File: src/rtl/ami_tx_serializer.sv
// Serializes a captured AMI result word into WORD_W beats, most-significant word
// first, with an optional trailing XOR checksum beat and a completed-frame counter.
module ami_tx_serializer #(
  parameter int DATA_W  = 256,
  parameter int WORD_W  = 32,
  parameter int CSUM_EN = 1
) (
  input  logic              clk,
  input  logic              rst,
  input  logic [DATA_W-1:0] ami_data_in,
  input  logic              ami_valid,
  output logic              ami_ack,
  output logic [WORD_W-1:0] out_data,
  output logic              out_valid,
  input  logic              out_ready,
  output logic              out_last,
  output logic              busy,
  output logic [15:0]       frame_cnt
);

  localparam int BEATS = DATA_W / WORD_W;
  localparam int CNT_W = (BEATS > 1) ? $clog2(BEATS) : 1;
  localparam logic [CNT_W-1:0] LAST_CNT = CNT_W'(BEATS - 1);

  localparam logic [1:0] IDLE = 2'd0;
  localparam logic [1:0] SEND = 2'd1;
  localparam logic [1:0] CSUM = 2'd2;

  logic [1:0]                   state_reg, state_next;
  logic [CNT_W-1:0]             beat_cnt_reg, beat_cnt_next;
  logic [WORD_W-1:0]            csum_reg, csum_next;
  logic [15:0]                  frame_cnt_reg, frame_cnt_next;
  logic                         ack_reg, ack_next;
  logic [BEATS-1:0][WORD_W-1:0] hold_reg;

  logic [WORD_W-1:0] beat_word;
  logic              last_beat;
  logic              capture;

  assign beat_word = hold_reg[LAST_CNT - beat_cnt_reg];
  assign last_beat = (beat_cnt_reg == LAST_CNT);
  assign capture   = (state_reg == IDLE) && ami_valid;

  always_comb begin
    state_next     = state_reg;
    beat_cnt_next  = beat_cnt_reg;
    csum_next      = csum_reg;
    frame_cnt_next = frame_cnt_reg;
    ack_next       = capture;
    case (state_reg)
      IDLE: begin
        if (ami_valid) begin
          state_next    = SEND;
          beat_cnt_next = '0;
          csum_next     = '0;
        end
      end
      SEND: begin
        if (out_ready) begin
          csum_next = csum_reg ^ beat_word;
          if (last_beat) begin
            // Counter parks on the last index so it never exceeds BEATS-1.
            if (CSUM_EN != 0) begin
              state_next = CSUM;
            end else begin
              state_next     = IDLE;
              frame_cnt_next = frame_cnt_reg + 16'd1;
            end
          end else begin
            beat_cnt_next = beat_cnt_reg + CNT_W'(1);
          end
        end
      end
      CSUM: begin
        if (out_ready) begin
          state_next     = IDLE;
          frame_cnt_next = frame_cnt_reg + 16'd1;
        end
      end
      default: state_next = IDLE;
    endcase
  end

  always_ff @(posedge clk or negedge rst) begin
    if (!rst) begin
      state_reg     <= IDLE;
      beat_cnt_reg  <= '0;
      csum_reg      <= '0;
      frame_cnt_reg <= '0;
      ack_reg       <= 1'b0;
    end else begin
      state_reg     <= state_next;
      beat_cnt_reg  <= beat_cnt_next;
      csum_reg      <= csum_next;
      frame_cnt_reg <= frame_cnt_next;
      ack_reg       <= ack_next;
    end
  end

  // Payload storage carries no reset so it can map onto plain fabric registers.
  always_ff @(posedge clk) begin
    if (capture) begin
      hold_reg <= ami_data_in;
    end
  end

  always_comb begin
    out_data = '0;
    if (state_reg == SEND) begin
      out_data = beat_word;
    end else if (state_reg == CSUM) begin
      out_data = csum_reg;
    end
  end

  assign out_valid = (state_reg != IDLE);
  assign busy      = (state_reg != IDLE);
  assign out_last  = (state_reg == CSUM) ||
                     ((state_reg == SEND) && (CSUM_EN == 0) && last_beat);
  assign ami_ack   = ack_reg;
  assign frame_cnt = frame_cnt_reg;

endmodule

File: config.mk
export PLATFORM = sky130hd
export DESIGN_NAME = ami_tx_serializer
export DESIGN_NICKNAME = d
export VERILOG_FILES = /design/src/rtl/ami_tx_serializer.sv
export SDC_FILE = /design/constraint.sdc
export NUM_CORES = 1
export LEC_CHECK = 0
export ABC_AREA = 1
export BUFFER_PORTS_ARGS = -buffer_cell sky130_fd_sc_hd__buf_4
export CAP_MARGIN = 20
export CORE_MARGIN = 2
export CORE_UTILIZATION = 27
export CTS_BUF_LIST = sky130_fd_sc_hd__clkbuf_8
export DETAILED_ROUTE_END_ITERATION = 8
export PLACE_DENSITY = 0.54
export SYNTH_ARGS = -nofsm -noshare
export SYNTH_HDL_FRONTEND = slang
export SYNTH_SLANG_ARGS = --single-unit
export TNS_END_PERCENT = 50
File: constraint.sdc
create_clock -name clk -period 6.5 [get_ports clk]
set_input_delay 0.65 -clock clk [delete_from_list [all_inputs] [get_ports clk]]
set_output_delay 0.65 -clock clk [all_outputs]
set_load 0.02 [all_outputs]
== Yosys cells after proc, flatten, opt, wreduce, memory -nomap -nowiden ==
Index checks and enable logic that the tools add are counted.

* Register bits after elaboration: 310
* Input bits: 260
* Output and inout port bits: 52

* Add/sub/neg operators: 3
* Magnitude comparators: 1
* Equality and inequality tests: 8
* Mux-type cells: 16
* Bitwise gates (word level): 1
* Reduce and logical (&&, ||, !) cells: 8

{| class="wikitable"
|+ Operators by type and width
! kind !! number
|-
| 32-bit 2-to-1 mux || 5
|-
| 32-bit binary-select mux with 3-bit select || 1
|-
| 32-bit case mux with 2 select lines || 1
|-
| 32-bit bitwise XOR || 1
|-
| 16-bit by 1-bit adder with 16-bit output, second input constant || 1
|-
| 2-bit inequality test, second input constant || 5
|-
| 3-bit 2-to-1 mux || 3
|-
| 2-bit 2-to-1 mux || 4
|-
| 4-bit AND reduction || 2
|-
| 2-bit case mux with 3 select lines || 1
|-
| 3-bit case mux with 2 select lines || 1
|-
| 3-bit by 4-bit < comparator with 1-bit output, second input constant || 1
|-
| 2-bit nonzero test || 2
|-
| 3-bit by 1-bit adder with 3-bit output, second input constant || 1
|-
| 3-bit == test, second input constant || 1
|-
| 3-bit AND reduction || 1
|-
| 3-bit subtractor, first input constant || 1
|-
| 2-bit by 1-bit == test with 1-bit output, second input constant || 1
|-
| 2-bit == test, second input constant || 1
|-
| 2-bit logical NOT || 1
|-
| 2-bit AND reduction || 1
|-
| 1-bit logical AND || 1
|}

== Logic depth before layout (Yosys ltp) ==
Gate-level depths: netlist of run 1.

* Depth after elaboration: 6
* Gate-level depth with buffers: 11

== Worst setup path before layout of run 1 ==
Ideal clock, no wire load.

* Path type: in2reg
* Start point: input port ami_valid
* End point: register ack_reg (netlist: ami_ack)
* Data arrival time: 5.945 ns
* Data required time: 5.838 ns
* Setup slack: -0.108 ns
* Stages on the path: 3
* Cells stage by stage: nand2_2 clkbuf_1 inv_1

* Cells in the longest elaborated chain, start to end: 1

{| class="wikitable"
|+ RTL lines
! what !! line !! source
|-
| start: declaration || 11 || <nowiki>input logic ami_valid,</nowiki>
|-
| 1-bit logical AND || 42 || <nowiki>assign capture = (state_reg == IDLE) && ami_valid;</nowiki>
|-
| net ack_next || 33 || <nowiki>logic ack_reg, ack_next;</nowiki>
|-
| end signal: assignment || 96 || <nowiki>ack_reg <= ack_next;</nowiki>
|-
| end: declaration || 33 ||
|}

The timed path passes the listed nets, and every way through them passes these cells.
A chain may end at the register's enable or synchronous reset.

== Final worst setup path of run 1 ==
* Start point: register beat_cnt_reg[0]
* End point: output port out_data[7]

* Cells in the longest elaborated chain, start to end: 4

{| class="wikitable"
|+ RTL lines
! what !! line !! source
|-
| start: declaration || 30 || <nowiki>logic [CNT_W-1:0] beat_cnt_reg, beat_cnt_next;</nowiki>
|-
| start signal: assignment || 93 || <nowiki>beat_cnt_reg <= beat_cnt_next;</nowiki>
|-
| 3-bit subtractor || 40 || <nowiki>assign beat_word = hold_reg[LAST_CNT - beat_cnt_reg];</nowiki>
|-
| 32-bit binary-select mux with 3-bit select || 40 ||
|-
| 32-bit 2-to-1 mux (not written as such) || 40 ||
|-
| 32-bit 2-to-1 mux || 109 || <nowiki>if (state_reg == SEND) begin</nowiki>
|-
| end: declaration || 13 || <nowiki>output logic [WORD_W-1:0] out_data,</nowiki>
|}

No other way between the ends. The select of a mux whose other input is x is not followed.

==> run metrics, run 1 <==
number of antenna violations at the first check in global routing 5; area of the core region 0.0512 mm²; maximum clock rate 236 MHz; syn nets 1709; total grt overflow 0; Hold Violations, Final 0; design area 0.0181 mm²; total wirelength of the detailed-routed design 42.7 mm; starting density of the core 27.3%; max FFs per register 256; share of the yosys chip area belonging to registers 64.7%; worst slew pin tran 1350 ps; total of flip-flops plus latches after synthesis 310; Detailed Route Iter0 Violations 592; slowest stage cell on the critical path dfrtp_4; width of the die 231 µm; Cell Pwr Density 399 mW/mm²; CP dominant cell by count nand3_1; endpoints failing setup 0; leakage power 0.00853 µW; share of layout cells above drive strength 1 23.1%; number of global-route vias before repair 10700; Hold/Removal Path Class input pin to asynchronous set/reset pin; number of nets at the end of the flow 2022; WL per Instance 17.1 µm; Site Rows 83; buffers added on ports 311; total placed instance area 0.0169 mm²; number of buffers inserted by post-CTS setup repair 0; maximum net fanout on the critical path 76; hold_ws 140 ps; crit-path max cell delay 720 ps; final critical-path required period 4240 ps; Startpoint Class register; iteration count of the initial detailed-routing pass 5; global placement routability congestion 0.825; DP Wirelength 28.3 mm; outcome completed; WP buf/inv 3; number of I/O pins 312; Die Ht 231 µm; CTS tree built; leading cell type in the layout, fill and taps excluded nand2_1; count of vias placed by the detailed router 10800; # hold bufs at CTS 0; CP Data Arrival Time 3590 ps; fill count 5174; clock latency on the worst-skew pair 640 ps; unrepaired setup endpoints after global routing no; count of cell types in the netlist 26; first-pass GRT wire length 62.6 mm; mean post-synth cell area 9.66 µm²; total negative slack for setup checks 0 ps; warnings from Yosys 0; cell-by-cell trace of the critical path inv_4 -> buf_4 -> nand2_1 -> nand3_1 -> nand3_1 -> nand3_1 -> o21ai_0 -> buf_4; top cell family by delay on the critical path buffers and inverters; max_slew headroom 10.3%; maximum clock insertion buffer count 3; overall routing resource usage 15.6%; Max Slew Vio Count 0; post-route antenna net violation count 0; root buffer cell clkbuf_8; total CTS buffers 57; top library cells by usage in the layout, fill and taps aside 413 x nand2_1, 318 x buf_4, 292 x inv_1; remaining routing DRC violations 0; maximum vdd ir drop 0.000233 V; number of standard cells after synthesis 1446; clock transition time at the flip-flop clock pins of the worst setup and hold paths 70 ps; maximum number of pins on one net before global-route repair 184; CP Class register to output pin; final cycle utilization of the critical path 65.2%; Die Outline Area 0.0536 mm²; cts repair resizes 0; via density per instance 4.35; post-synthesis instance area 0.0140 mm²; critical path required time 5850 ps; max-cap check violation count 0; growth of design area from synthesis to finish 29.3%; crit path capture type output pin; maximum level of the CTS H-tree 2; # clock sinks 310; Clock Skew 18.8 ps
[where the power goes]
part	internal, µW	leakage (µW)	switching (µW)
Clock	995	0.000646	863
Sequential	2710	0.00308	207
Combinational	779	0.00480	1650
[cell usage after synthesis, drive strengths merged]
| cell | number | area (µm²) |
|---|---|---|
| xor2 | 9 | 78.8 |
| o21ai | 38 | 190 |
| buf | 49 | 267 |
| o22ai | 1 | 6.26 |
| clkbuf | 16 | 60.1 |
| xnor2 | 2 | 17.5 |
| nand4 | 34 | 213 |
| or2 | 1 | 6.26 |
| nand3 | 236 | 1180 |
| dfrtp | 54 | 1350 |
| inv | 279 | 1050 |
| nand2 | 418 | 1600 |
| ha | 3 | 37.5 |
| edfxtp | 256 | 7690 |
| nor2 | 46 | 188 |
| a21oi | 1 | 16.3 |
| nor3 | 2 | 10.0 |
| clkinv | 1 | 8.76 |
[layout make-up]
type	instances	area, µm²	share of cell area, %
clock buffers	65	895	4.96
well taps	680	851	4.71
clock inverters	42	239	1.32
multi-input cells	791	3540	19.6
flip-flops and latches	310	9050	50.1
diodes	3	7.51	0.0416
inverters	280	1060	5.88
repair buffers	319	2410	13.3
[path summary, 6_finish.rpt]
kind	slack (ps)	from	cells after the start	end
max in group asynchronous	5640	rst	1	beat_cnt_reg[1]
hold / removal	140	rst	1	frame_cnt[12]
setup / recovery	2260	beat_cnt_reg[0]	8	out_data[7]
setup reg to reg	3560	beat_cnt_reg[0]	9	csum_reg[7]
hold reg to reg	510	frame_cnt[14]	2	frame_cnt[14]
min in group clk	180	ami_data_in[135]	1	hold_reg[135]
[layer usage]
metal	vias up	track usage [%]	wire [µm]
met4	6	6.27	1390
met2	343	27.3	21400
met5	-	0	33
met1	5099	18.4	16900
met3	87	3.90	2920
li1	5291	-	-
[cells by family after synthesis]
group	after synthesis	share of synthesized area [%]
fa+ha+maj	3	0.269
compound gates	40	1.52
xor+xnor	11	0.690
buf+inv	345	9.90
flops	310	64.7
simple gates	737	22.9
[worst reg2reg max path, delay by kind of cell, from the launching register on]
kind / cells / cell delay, ps
flops: 1 / 720
buf+inv: 3 / 1380
simple gates: 6 / 750
[metrics by stage]
step / setup slack [ps] / power, µW / utilization [%] / cells
floorplan: 1020 / 4550 / - / 1446
global placement: 2790 / 5370 / 33.0 / 2380
detailed placement: 2790 / 5430 / 33.0 / 2380
CTS: 2030 / 7340 / 35.2 / 2487
global route: 1920 / 7710 / 35.2 / 2487
finish: 2260 / 7200 / 35.3 / 2490
Power figures use the tool's default switching activity.
==> inputs of run 2 (changes only) <==
--- a/config.mk
+++ b/config.mk
@@ -5,14 +5,14 @@
 export SDC_FILE = /design/constraint.sdc
 export NUM_CORES = 1
 export LEC_CHECK = 0
-export ABC_AREA = 1
+export ABC_AREA = 0
 export BUFFER_PORTS_ARGS = -buffer_cell sky130_fd_sc_hd__buf_4
 export CAP_MARGIN = 20
 export CORE_MARGIN = 2
 export CORE_UTILIZATION = 27
 export CTS_BUF_LIST = sky130_fd_sc_hd__clkbuf_8
 export DETAILED_ROUTE_END_ITERATION = 8
-export PLACE_DENSITY = 0.54
+export PLACE_DENSITY = 0.53
 export SYNTH_ARGS = -nofsm -noshare
 export SYNTH_HDL_FRONTEND = slang
 export SYNTH_SLANG_ARGS = --single-unit
==> constraint.sdc (replaced) <==
create_clock -name clk -period 4 [get_ports clk]
set_input_delay 0.4 -clock clk [delete_from_list [all_inputs] [get_ports clk]]
set_output_delay 0.4 -clock clk [all_outputs]
set_load 0.02 [all_outputs]
==> run 2 against run 1 <==
Effect of this change:
- area after synthesis decreased by 12%
- synthesized cell count decreased by 54%
- setup slack got worse by 1700 ps
- non-clock buffer count increased by 262
- sequential power increased by 59%
- clock skew decreased by 1.8 ps
==> run metrics, run 2 <==
outcome completed; wire length on met3 2.18 mm (-25%); metal1 wirelength 14.5 mm (-14%); fill count 4115 (-20%); unrepaired setup endpoints after global routing no; crit-path max cell delay 950 ps (+230 ps); cell count along the critical path 5 (-3); cts repair resizes 0 (unchanged); Die Ht 218 µm (-5.9%); synthesized-area fraction occupied by adder cells 0.304% (+0.035 points); total of flip-flops plus latches after synthesis 310 (unchanged); endpoints failing setup 0 (unchanged); share of layout cells above drive strength 1 34.9% (+12 points); Cell Pwr Density 592 mW/mm² (+48%); final critical-path required period 3440 ps; Site Rows 78 (-6.0%); post-synthesis xor/xnor area fraction 1.06% (+0.37 points); number of nets at the end of the flow 1528 (-24%); RR Startpoint beat_cnt_reg[0]; Reg2Reg Setup Slack 1540 ps (-2020 ps); # clock sinks 310 (unchanged); max_slew headroom 30.9% (+21 points); Clock Skew 17.0 ps (-1.76 ps); maximum clock rate 291 MHz; Detailed Route Iter0 Violations 585 (-1.2%); Top Layer Used met4; WP buf/inv 2 (-1); total wirelength of the detailed-routed design 35.5 mm (-17%); maximum vdd ir drop 0.000421 V (+81%); worst hold path stage count 4; biggest area contributors in the synthesized netlist edfxtp_1 62%, dfrtp_1 11%, mux4_2 9.7%; growth of design area from synthesis to finish 54.0%; Max Slew Vio Count 0 (unchanged); share of synthesized cell area in and, or, nand and nor gates 4.09% (-19 points); Hold/Removal Path Class input pin to register; area fraction in compound gates after synthesis 4.24% (+2.7 points); maximum clock insertion buffer count 3 (unchanged); top-area cell type share of the netlist area 62.2% (+7.2 points); top cell family by delay on the critical path flip-flops; total CTS buffers 55 (-3.5%); post-synthesis instance area 0.0124 mm² (-12%); count of vias placed by the detailed router 8383 (-23%); top library cells by usage in the layout, fill and taps aside 321 x buf_4, 257 x dlygate4sd3_1, 256 x edfxtp_1; number of global-route vias before repair 9175 (-14%); cell depth of the worst flop-to-flop path 5 (-4); number of I/O pins 312 (unchanged); total grt overflow 0 (unchanged); worst slew pin tran 1040 ps (-309 ps); number of standard cells after synthesis 664 (-54%); first-pass GRT wire length 53.1 mm (-15%); DP Wirelength 21.3 mm (-25%); warnings from Yosys 0 (unchanged); design area 0.0190 mm² (+5.4%); Die Outline Area 0.0475 mm² (-11%); WL per Instance 18.5 µm (+8.1%); largest family of logic cells by synthesized area multiplexers; Async SR Flop Fraction 17.4% (unchanged); maximum number of pins on one net before global-route repair 116 (-37%); overall routing resource usage 14.8% (-0.84 points); CP Class register to output pin; Final Core Density 42.0% (+6.7 points); buffers added on ports 311 (unchanged); startpoint of the most critical setup path beat_cnt_reg[0]; capture point of the worst reg-to-reg path csum_reg[12]; number of antenna violations at the first check in global routing 1 (-4); cell type with the highest aggregate area in the netlist edfxtp_1; post-route antenna net violation count 0 (unchanged); share of the yosys chip area belonging to registers 73.2% (+8.5 points); CTS tree built; max-cap check violation count 0 (unchanged); number of buffers inserted by post-CTS setup repair 0 (unchanged); maximum level of the CTS H-tree 2 (unchanged); crit path capture type output pin; count of cell types in the netlist 34 (+31%); maximum net fanout on the critical path 37 (-51%); remaining routing DRC violations 0 (unchanged); start point of the worst hold path out_ready; final cycle utilization of the critical path 86.0%; syn nets 927 (-46%); clock latency on the worst-skew pair 610 ps (-30 ps); multiplexer fraction of the synthesized cell area 14.8% (+15 points); leakage power 0.00729 µW (-14%); via density per instance 4.38 (+0.74%); iteration count of the initial detailed-routing pass 5 (unchanged); leading cell type in the layout, fill and taps excluded buf_4; global placement routability congestion 0.766 (-7.1%); Hold Violations, Final 0 (unchanged); ranking of synthesized cells by instance count 256 x edfxtp_1, 65 x o21ai_0, 54 x dfrtp_1; Startpoint Class register; root buffer cell clkbuf_8; starting density of the core 27.3% (about the same); mean post-synth cell area 18.6 µm² (+93%); CP Data Arrival Time 3040 ps (-550 ps); max FFs per register 256 (unchanged); most common cell in the netlist edfxtp_1; Main synth FF type edfxtp_1; hold endpoint state_reg[0]; Post-synth EDFFs 256 (unchanged); total negative slack for setup checks 0 ps (unchanged); area of the core region 0.0453 mm² (-12%); Met2 Wirelength 17.7 mm (-17%); cell-by-cell trace of the critical path buf_12 -> mux4_1 -> mux2i_1 -> o21ai_0 -> buf_4; width of the die 218 µm (-5.9%); total placed instance area 0.0153 mm² (-9.4%); clock transition time at the flip-flop clock pins of the worst setup and hold paths 60 ps (about the same); critical path required time 3600 ps (-2250 ps); slowest stage cell on the critical path dfrtp_4
==> run 2: timing repair <==
action	in CTS	in global routing
endpoints found under the hold margin	310	0
setup endpoints to repair	0	0
hold buffers	257	0
==> run 2: routing by layer <==
layer | vias up | GRT usage (%)
li1 | 3879 | -
met1 | 4135 | 18.4
met2 | 286 | 24.7
met4 | 0 | 5.94
met3 | 83 | 3.72
met5 | - | 0
==> run 2: report_power, final <==
| part | internal (µW) | switching, µW |
|---|---|---|
| Combinational | 1760 | 1820 |
| Sequential | 4140 | 485 |
| Clock | 1690 | 1360 |
| Total | 7600 | 3670 |
==> run 2: worst reg2reg max path, delay by kind of cell, from the launching register on <==
kind,cells,cell delay (ps)
muxes,2,810
buffers and inverters,1,330
AOI/OAI and AO/OA,1,60
and+or+nand+nor,1,160
DFF,1,950
==> run 2: final cells by class <==
class / instances / area (µm²) / area share (%)
clock inverters: 47 / 354 / 1.86
repair buffers: 581 / 5040 / 26.5
flip-flops and latches: 310 / 9050 / 47.6
inverters: 2 / 7.51 / 0.0395
clock buffers: 56 / 771 / 4.05
well taps: 600 / 751 / 3.95
diodes: 3 / 7.51 / 0.0395
multi-input cells: 315 / 3040 / 16.0
==> run 2: cells by family (layout without fill, tap and decap cells) <==
group | count (synthesis) | count (layout)
xor gates and xnor gates | 15 | 15
buffers and inverters | 39 | 686
other | 0 | 3
DFF | 310 | 310
muxes | 98 | 98
adders and majority gates | 3 | 3
AOI/OAI and AO/OA | 102 | 102
and+or+nand+nor | 97 | 97
==> run 2: how the worst max path moves through the flow <==
stage | slack, ps | to
floorplan | 680 | hold_reg[0]
global placement | 1110 | out_data[6]
CTS | 390 | out_data[6]
finish | 560 | out_data[12]
detailed placement | 1100 | out_data[6]
global route | 240 | out_data[12]
==> run 2: stage by stage <==
step / cells / hold WS (ps) / setup slack, ps / power (µW)
finish: 1914 / 120 / 559 / 11300
global placement: 1551 / 486 / 1110 / 8070
detailed placement: 1551 / 487 / 1100 / 8140
global route: 1912 / 70.1 / 240 / 11900
floorplan: 664 / 104 / 677 / 6850
CTS: 1911 / 27.9 / 394 / 11500
